<file path="src/rtl/freelist_queue_mp.sv">
`default_nettype none
// ============================================================================
// Module  : freelist_queue_mp
// Purpose : Multi-port free-list queue. Pops up to PORTS entries from the
//           head and pushes up to PORTS entries at the tail per cycle.
//           Supports a head checkpoint (Snap/Restore/Release) so that
//           speculatively popped entries can be handed back. While a
//           checkpoint is live, pushes are limited so they can never
//           overwrite entries that a Restore would bring back.
// Ports   : Clk, Rest (async, active high)
//           RdReq/RdAck/Dout/PreOut  - pop side (Dout registered, PreOut peek)
//           WrReq/WrAck/Din          - push side
//           Clean                    - synchronous reinitialise
//           Snap/Restore/Release     - head checkpoint control
//           Count/Full/Empty/WrOvf   - status (WrOvf sticky)
// Revision: 1.0 - initial release
// ============================================================================
module freelist_queue_mp #(
  parameter int WIDTH       = 6,
  parameter int DEPTH       = 16,
  parameter int PORTS       = 2,
  parameter int INIT_BASE   = 3,
  parameter int INIT_STRIDE = 4
) (
  input  logic                     Clk,
  input  logic                     Rest,
  input  logic [PORTS-1:0]         RdReq,
  output logic                     RdAck,
  output logic [PORTS*WIDTH-1:0]   Dout,
  output logic [PORTS*WIDTH-1:0]   PreOut,
  input  logic [PORTS-1:0]         WrReq,
  input  logic [PORTS*WIDTH-1:0]   Din,
  output logic                     WrAck,
  input  logic                     Clean,
  input  logic                     Snap,
  input  logic                     Restore,
  input  logic                     Release,
  output logic [$clog2(DEPTH):0]   Count,
  output logic                     Full,
  output logic                     Empty,
  output logic                     WrOvf
);

  localparam int AW = $clog2(DEPTH);
  localparam int PW = AW + 1;

  logic [WIDTH-1:0]       r_mem [DEPTH];
  logic [PW-1:0]          r_head;
  logic [PW-1:0]          r_tail;
  logic [PW-1:0]          r_snap_head;
  logic                   r_snap_valid;
  logic                   r_wrovf;
  logic [PORTS*WIDTH-1:0] r_dout;

  logic [1:0]             w_n;
  logic [1:0]             w_m;
  logic [PW-1:0]          w_count;
  logic [PW-1:0]          w_lim;
  logic [PW-1:0]          w_used;
  logic [PW:0]            w_need;
  logic                   w_pop;
  logic                   w_push;
  logic [AW-1:0]          w_rd_idx [PORTS];
  logic [AW-1:0]          w_wr_idx [PORTS];

  function automatic logic [WIDTH-1:0] f_init(input int i);
    return WIDTH'(INIT_BASE + i * INIT_STRIDE);
  endfunction

  always_comb begin
    w_n = '0;
    w_m = '0;
    for (int p = 0; p < PORTS; p++) begin
      w_n = w_n + {1'b0, RdReq[p]};
      w_m = w_m + {1'b0, WrReq[p]};
    end
  end

  assign w_count = r_tail - r_head;
  // With a live checkpoint, the oldest entry that must survive is at
  // SnapHead, so free space is measured from there rather than from head.
  assign w_lim   = r_snap_valid ? r_snap_head : r_head;
  assign w_used  = r_tail - w_lim;
  assign w_need  = {1'b0, w_used} + (PW+1)'(w_m);

  assign RdAck   = (w_count >= PW'(w_n));
  assign WrAck   = (w_need <= (PW+1)'(DEPTH));
  assign w_pop   = RdAck && (w_n != 2'd0);
  assign w_push  = WrAck && (w_m != 2'd0);

  genvar gp;
  generate
    for (gp = 0; gp < PORTS; gp++) begin : g_port
      assign w_rd_idx[gp] = r_head[AW-1:0] + AW'(gp);
      assign w_wr_idx[gp] = r_tail[AW-1:0] + AW'(gp);
      assign PreOut[gp*WIDTH +: WIDTH] = r_mem[w_rd_idx[gp]];
    end
  endgenerate

  always_ff @(posedge Clk or posedge Rest) begin
    if (Rest) begin
      r_head       <= '0;
      r_tail       <= PW'(DEPTH);
      r_snap_head  <= '0;
      r_snap_valid <= 1'b0;
      r_wrovf      <= 1'b0;
      r_dout       <= '0;
      for (int i = 0; i < DEPTH; i++) r_mem[i] <= f_init(i);
    end else if (Clean) begin
      r_head       <= '0;
      r_tail       <= PW'(DEPTH);
      r_snap_head  <= '0;
      r_snap_valid <= 1'b0;
      r_wrovf      <= 1'b0;
      for (int i = 0; i < DEPTH; i++) r_mem[i] <= f_init(i);
    end else begin
      // Reads use pre-edge memory, so a same-cycle push is never bypassed.
      if (w_pop) begin
        for (int p = 0; p < PORTS; p++)
          if (RdReq[p]) r_dout[p*WIDTH +: WIDTH] <= r_mem[w_rd_idx[p]];
      end

      if (w_push) begin
        for (int p = 0; p < PORTS; p++)
          if (WrReq[p]) r_mem[w_wr_idx[p]] <= Din[p*WIDTH +: WIDTH];
        r_tail <= r_tail + PW'(w_m);
      end else if (w_m != 2'd0) begin
        r_wrovf <= 1'b1;
      end

      // A valid Restore wins over the pop advance; the pop itself still
      // completes (RdAck/Dout) but its head movement is discarded.
      if (Restore && r_snap_valid) r_head <= r_snap_head;
      else if (w_pop)              r_head <= r_head + PW'(w_n);

      // Any Restore (even an ignored one) suppresses a same-cycle Snap.
      if (Restore || Release) begin
        r_snap_valid <= 1'b0;
      end else if (Snap) begin
        r_snap_head  <= r_head;
        r_snap_valid <= 1'b1;
      end
    end
  end

  assign Dout  = r_dout;
  assign Count = w_count;
  assign Full  = (w_count == PW'(DEPTH));
  assign Empty = (w_count == '0);
  assign WrOvf = r_wrovf;

endmodule
`default_nettype wire
</file>
<file path="config.mk">
export PLATFORM = sky130hd
export DESIGN_NAME = freelist_queue_mp
export DESIGN_NICKNAME = d
export VERILOG_FILES = /design/src/rtl/freelist_queue_mp.sv
export SDC_FILE = /design/constraint.sdc
export NUM_CORES = 1
export LEC_CHECK = 0
export CAP_MARGIN = 15
export CORE_MARGIN = 2
export CORE_UTILIZATION = 56
export DETAILED_ROUTE_END_ITERATION = 12
export GPL_ROUTABILITY_DRIVEN = 0
export HOLD_SLACK_MARGIN = 0.12
export PLACE_DENSITY_LB_ADDON = 0.3
export SYNTH_ARGS = -nofsm -noshare
export SYNTH_HDL_FRONTEND = slang
export SYNTH_SLANG_ARGS = --single-unit
</file>
<file path="constraint.sdc">
create_clock -name Clk -period 4.99 [get_ports Clk]
set_input_delay 0.998 -clock Clk [delete_from_list [all_inputs] [get_ports Clk]]
set_output_delay 0.998 -clock Clk [all_outputs]
set_load 0.03 [all_outputs]
</file>
### Word level (Yosys, flattened, before mapping)

Cells that the tools add are included.

| word-level totals | value |
|---|---|
| register bits | 125 |
| memory bits (read-only) | 0 |
| memories | 0 |
| RAM bits | 0 |
| bits in latches | 0 |

| cells by class | value |
|---|---|
| magnitude comparators | 8 |
| bitwise operators | 5 |
| shift-type cells | 0 |
| add/sub/neg operators | 9 |
| div/mod/pow operators | 0 |
| multipliers | 0 |
| muxes and demuxes | 33 |
| eq/ne operators | 3 |
| reduce and logical (&&, ||, !) cells | 18 |

Operators with widths:

| kind | count |
|---|---|
| two-way mux 96 bit | 6 |
| bitwise mux 96 bit | 2 |
| binary-select mux 6 bit (select 4 bit) | 2 |
| demux 6 bit (select 4 bit) | 2 |
| two-way mux 5 bit | 9 |
| two-way mux 6 bit | 6 |
| greater-or-equal comparator 5 bit, second input constant | 4 |
| inverter 4 -> 5 bit | 4 |
| adder 5 x 2 -> 5 bit | 2 |
| less-than comparator 5 x 1 -> 1 bit, second input constant | 2 |
| nonzero test 2 bit | 5 |
| subtractor 5 bit | 2 |
| adder 4 x 1 -> 4 bit, second input constant | 2 |
| adder 5 x 2 -> 6 bit | 1 |
| less-or-equal comparator 6 x 5 -> 1 bit, second input constant | 1 |
| two-way mux 1 bit | 6 |
| AND reduction 3 bit | 2 |
| nonzero test 3 bit | 2 |
| equality test 5 bit, second input constant | 1 |
| greater-or-equal comparator 5 x 2 -> 1 bit | 1 |
| logical AND 1 bit | 5 |
| zero test 5 bit | 1 |
| adder 1 x 1 -> 2 bit | 2 |
| != test 2 bit, second input constant | 2 |
| 3 further kinds | 4 |

### Logic depth before layout (Yosys ltp)

| logic depth | value |
|---|---|
| word-level depth | 13 |
| mapped depth | 18 |

### Least setup slack after synthesis

No wires, ideal clock.

| timing | value |
|---|---|
| kind | register to output |
| start point | register r_head[0] |
| end point | output WrAck |
| path buffers | 5 |
| path slack | 0.005 ns |
| arrival time | 3.987 ns |
| required time | 3.992 ns |
| stages on the path, launching flop included | 17 |
| cell sequence | dfrtp_1 > buf_2 > buf_2 > buf_4 > buf_2 > mux2_2 > ha_1 > inv_1 > fa_1 > inv_1 > fa_1 > nor2b_1 > a211o_1 > nor3_1 > mux2_4 > buf_2 > nor2_1 |

| on the way | value |
|---|---|
| longest elaborated chain between the ends | 4 |

RTL lines:

| what | RTL line | text |
|---|---|---|
| start: declaration | 48 | `logic [PW-1:0] r_head;` |
| start signal: assignment | 133 | `if (Restore && r_snap_valid) r_head <= r_snap_head;` |
| start signal: assignment | 134 | `else if (w_pop) r_head <= r_head + PW'(w_n);` |
| two-way mux 5 bit | 82 | `assign w_lim = r_snap_valid ? r_snap_head : r_head;` |
| subtractor 5 bit | 83 | `assign w_used = r_tail - w_lim;` |
| adder 5 x 2 -> 6 bit | 84 | `assign w_need = {1'b0, w_used} + (PW+1)'(w_m);` |
| less-or-equal comparator 6 x 5 -> 1 bit | 87 | `assign WrAck = (w_need <= (PW+1)'(DEPTH));` |
| end: declaration | 33 | `output logic WrAck,` |

Every way passes these cells.

### Final worst setup path

| timing | value |
|---|---|
| start point | input WrReq[0] |
| end point | output WrAck |

| on the way | value |
|---|---|
| longest elaborated chain between the ends | 3 |

RTL lines:

| what | RTL line | text |
|---|---|---|
| start: declaration | 31 | `input logic [PORTS-1:0] WrReq,` |
| adder 1 x 1 -> 2 bit | 75 | `w_m = w_m + {1'b0, WrReq[p]};` |
| adder 5 x 2 -> 6 bit | 84 |  |
| less-or-equal comparator 6 x 5 -> 1 bit | 87 |  |

Every way passes these cells.

==> results.py <==
metrics = {
    "outcome": {
        "status": "finished clean",
    },
    "global_routing": {
        "grt_overflow": 0,
        "grt_pass1_wl_um": 48700,
        "grt_start_max_net_pins": 91,
        "grt_pass1_vias": 8574,
        "antenna_found_initial": 0,
        "track_usage_pct": 34.1,
    },
    "die": {
        "row_count": 48,
        "io_pins": 56,
        "dieArea_mm2": 0.0190,
        "die_h_um": 138,
        "core_area_mm2": 0.0174,
        "start_util_pct": 57.6,
        "die_w_um": 138,
    },
    "finish": {
        "layout_commonest_cell": "nor2_1",
        "layout_common_cells": "125 x nor2_1, 105 x mux2i_1, 65 x a211o_1, 65 x dfstp_2, 59 x dfrtp_1",
        "postLayoutCoreUtil_pct": 64.1,
        "stdcell_count": 1245,
        "multi_input_area_mm2": 0.00626,
        "seq_area_mm2": 0.00321,
        "synthToLayoutAreaGrowth_pct": 11.3,
        "antenna_cells": 0,
        "nets": 1055,
        "final_layout_size_suffix_gt1_share_pct": 20.9,
        "fillerInstances": 1378,
    },
    "detailed_routing": {
        "vias_per_cell": 7.22,
        "dr.first_iter.drc_count": 1144,
        "first_pass_iters": 6,
        "drc_errors": 0,
        "detail_route.wirelength_um": 31400,
        "wl_per_cell_um": 25.2,
        "ant_nets": 0,
        "routed-via-count": 8991,
    },
    "hold_path": {
        "whs_path_depth": 2,
        "holdPathEnd": "WrOvf",
        "hold_start": "WrOvf",
        "hp-class": "reg2reg",
    },
    "setup_path": {
        "r2r_setup_slack_ns": 0.76,
        "crit_buf_inv": 4,
        "crit_required_ns": 3.99,
        "startpoint": "WrReq[0]",
        "crit_fanout": 4,
        "crit_family": "adder cells",
        "r2r-end": "r_mem[66]",
        "reg2reg_depth": 13,
        "arrival_ns": 3.83,
        "slowest_delay_ns": 0.48,
        "crit_path_end_kind": "primary output",
        "critPathLaunchType": "input pin",
        "crit_chain": "clkdlybuf4s50_1, inv_1, ha_1, ha_1, inv_1, fa_1, nor2b_2, or4b_1, o211ai_2, nor2_1, nor2_1, buf_4",
        "cp_slowest_cell": "clkdlybuf4s50_1",
        "setup.worst_path.class": "in2out",
        "r2r-start": "r_snap_valid",
    },
    "power": {
        "switching_power_mw": 3.44,
        "power_mw": 7.28,
        "power_frac_seq_pct": 22.6,
        "irDropWorstVdd_v": 0.000674,
        "power_frac_clock_pct": 16.6,
        "power_density_mw_per_mm2": 651,
        "p_sw_share_pct": 47.3,
        "pwr-share-comb_pct": 60.8,
        "p_int_mw": 3.83,
        "p_leak_nw": 4.06,
    },
    "timing": {
        "period_share_pct": 96.7,
        "slew_headroom_pct": 29.5,
        "tns_ns": 0,
        "period_needed_ns": 4.83,
        "tightestPinTransition_ns": 1.06,
        "drv_slew": 0,
        "hold_viol_final": 0,
        "setup_viol": 0,
        "max_freq_mhz": 207,
        "rsz0062_at_grt": "no",
        "skew_ns": 0.0127,
    },
    "synth": {
        "ys_top_cells_by_area": "dfstp_2 17%, dfrtp_1 15%, mux4_2 11%",
        "synthArstFlopShare_pct": 100,
        "synth_nets": 1068,
        "synth_edf_count": 0,
        "synth_top_area_share_pct": 17.0,
        "netlist_instances": 1020,
        "synth_seq_area_share_pct": 32.0,
        "ys_types": 60,
        "synth-main-ff-cell": "dfstp_2",
        "synth_top_area_cell": "dfstp_2",
        "yosysWarnings": 0,
        "synth.ff_latch_count": 125,
        "netlist_area_mm2": 0.0100,
        "synth.avg_cell_area_um2": 9.84,
    },
    "clock_tree": {
        "cts.sinks": 125,
        "cts_buffers": 17,
        "clock_path_buffers": 2,
        "postCtsSetupBuffers": 0,
        "cts_tree": "built",
        "clkLatencyLatePin_ns": 0.44,
        "cts-root-buf": "clkbuf_16",
        "htree_levels": 4,
        "path_clk_slew_ns": 0.06,
    },
    "run": {
        "maxCapViolCount": 0,
    },
    "placed_design": {
        "dp_hpwl_um": 19500,
        "io_buffers": 55,
        "dpl.cell_count": 1213,
    },
}
-- logic make-up (layout without fill, tap and decap cells) --
logic type | after synthesis | in the layout | share of synthesized area, %
compound gates | 251 | 251 | 19.6
xor+xnor | 9 | 9 | 0.935
fa+ha+maj | 26 | 26 | 3.62
buf+inv | 133 | 133 | 5.88
flops | 125 | 125 | 32.0
mux | 170 | 170 | 23.2
simple gates | 306 | 306 | 14.8
-- stage by stage --
stage	hold WS, ns	area [um2]	worst slack (ns)
finish	0.492	11200	0.163
global route	0.527	11200	0.0123
CTS	0.504	11200	0.165
detailed placement	0.491	10600	0.179
global placement	0.478	10600	0.236
floorplan	0.504	10000	0.00481
-- what timing repair did --
item                       CTS  global route
setup endpoints to repair    0             1
hold buffers                 0             0
resized for setup            0             1
-- sequential cells by signal, indices dropped and copies added, names as in the netlist --
name,count
Dout,12
WrOvf,1
r_head,5
r_mem,96
r_snap_head,5
r_snap_valid,1
r_tail,5
-- synthesized netlist by cell type (31+ instances only) --
library cell / count
a2111oi_0: 56
a211o_1: 65
a211oi_1: 31
clkbuf_1: 80
dfrtp_1: 60
dfstp_2: 65
mux2i_1: 105
mux4_2: 48
nand2_1: 48
nand2b_1: 39
nand3_1: 41
nor2_1: 125
o21ai_0: 45
-- area by class of cell --
type / instances / area share (%)
Multi-Input combinational cell: 762 / 56.1
Clock buffer: 21 / 4.31
Clock inverter: 11 / 0.717
Timing Repair Buffer: 80 / 6.90
Sequential cell: 125 / 28.7
Tap cell: 225 / 2.52
Inverter: 21 / 0.728
-- power by group through the flow --
stage / clock [mW] / sequential, mW / combinational (mW)
floorplan: 0 / 1.66 / 3.07
global placement: 0 / 1.63 / 4.25
detailed placement: 0 / 1.64 / 4.33
CTS: 1.21 / 1.63 / 4.34
global route: 1.26 / 1.68 / 4.70
finish: 1.21 / 1.65 / 4.42
-- routing by layer --
metal	share of wire [%]	vias to the layer above	global-route usage (%)	wire length, um
met5	0	-	0	0
met4	4.2	0	16.5	1330
met3	10	105	8.26	3270
met2	46	603	51.2	14300
met1	40	4446	46.3	12500
li1	-	3837	-	-
-- worst max-delay path by stage --
stage,endpoint,slack (ns),cells after the start
2_1_floorplan,WrAck,0.005,16
3_5_place_dp,WrAck,0.18,12
3_3_place_gp,WrAck,0.24,12
6_report,WrAck,0.16,12
5_1_grt,WrAck,0.01,12
4_1_cts,WrAck,0.17,12
-- worst reg2reg max path, delay by kind of cell, from the launching register on --
family | cells | cell delay [ns]
flip-flops | 1 | 0.52
AND/OR/NAND/NOR | 2 | 0.36
buffers and inverters | 3 | 0.46
multiplexers | 1 | 0.38
AO/OA/AOI/OAI | 4 | 1.39
adder cells (fa/ha/maj) | 3 | 1.05
Note: power is estimated with default switching activity, not from simulation.
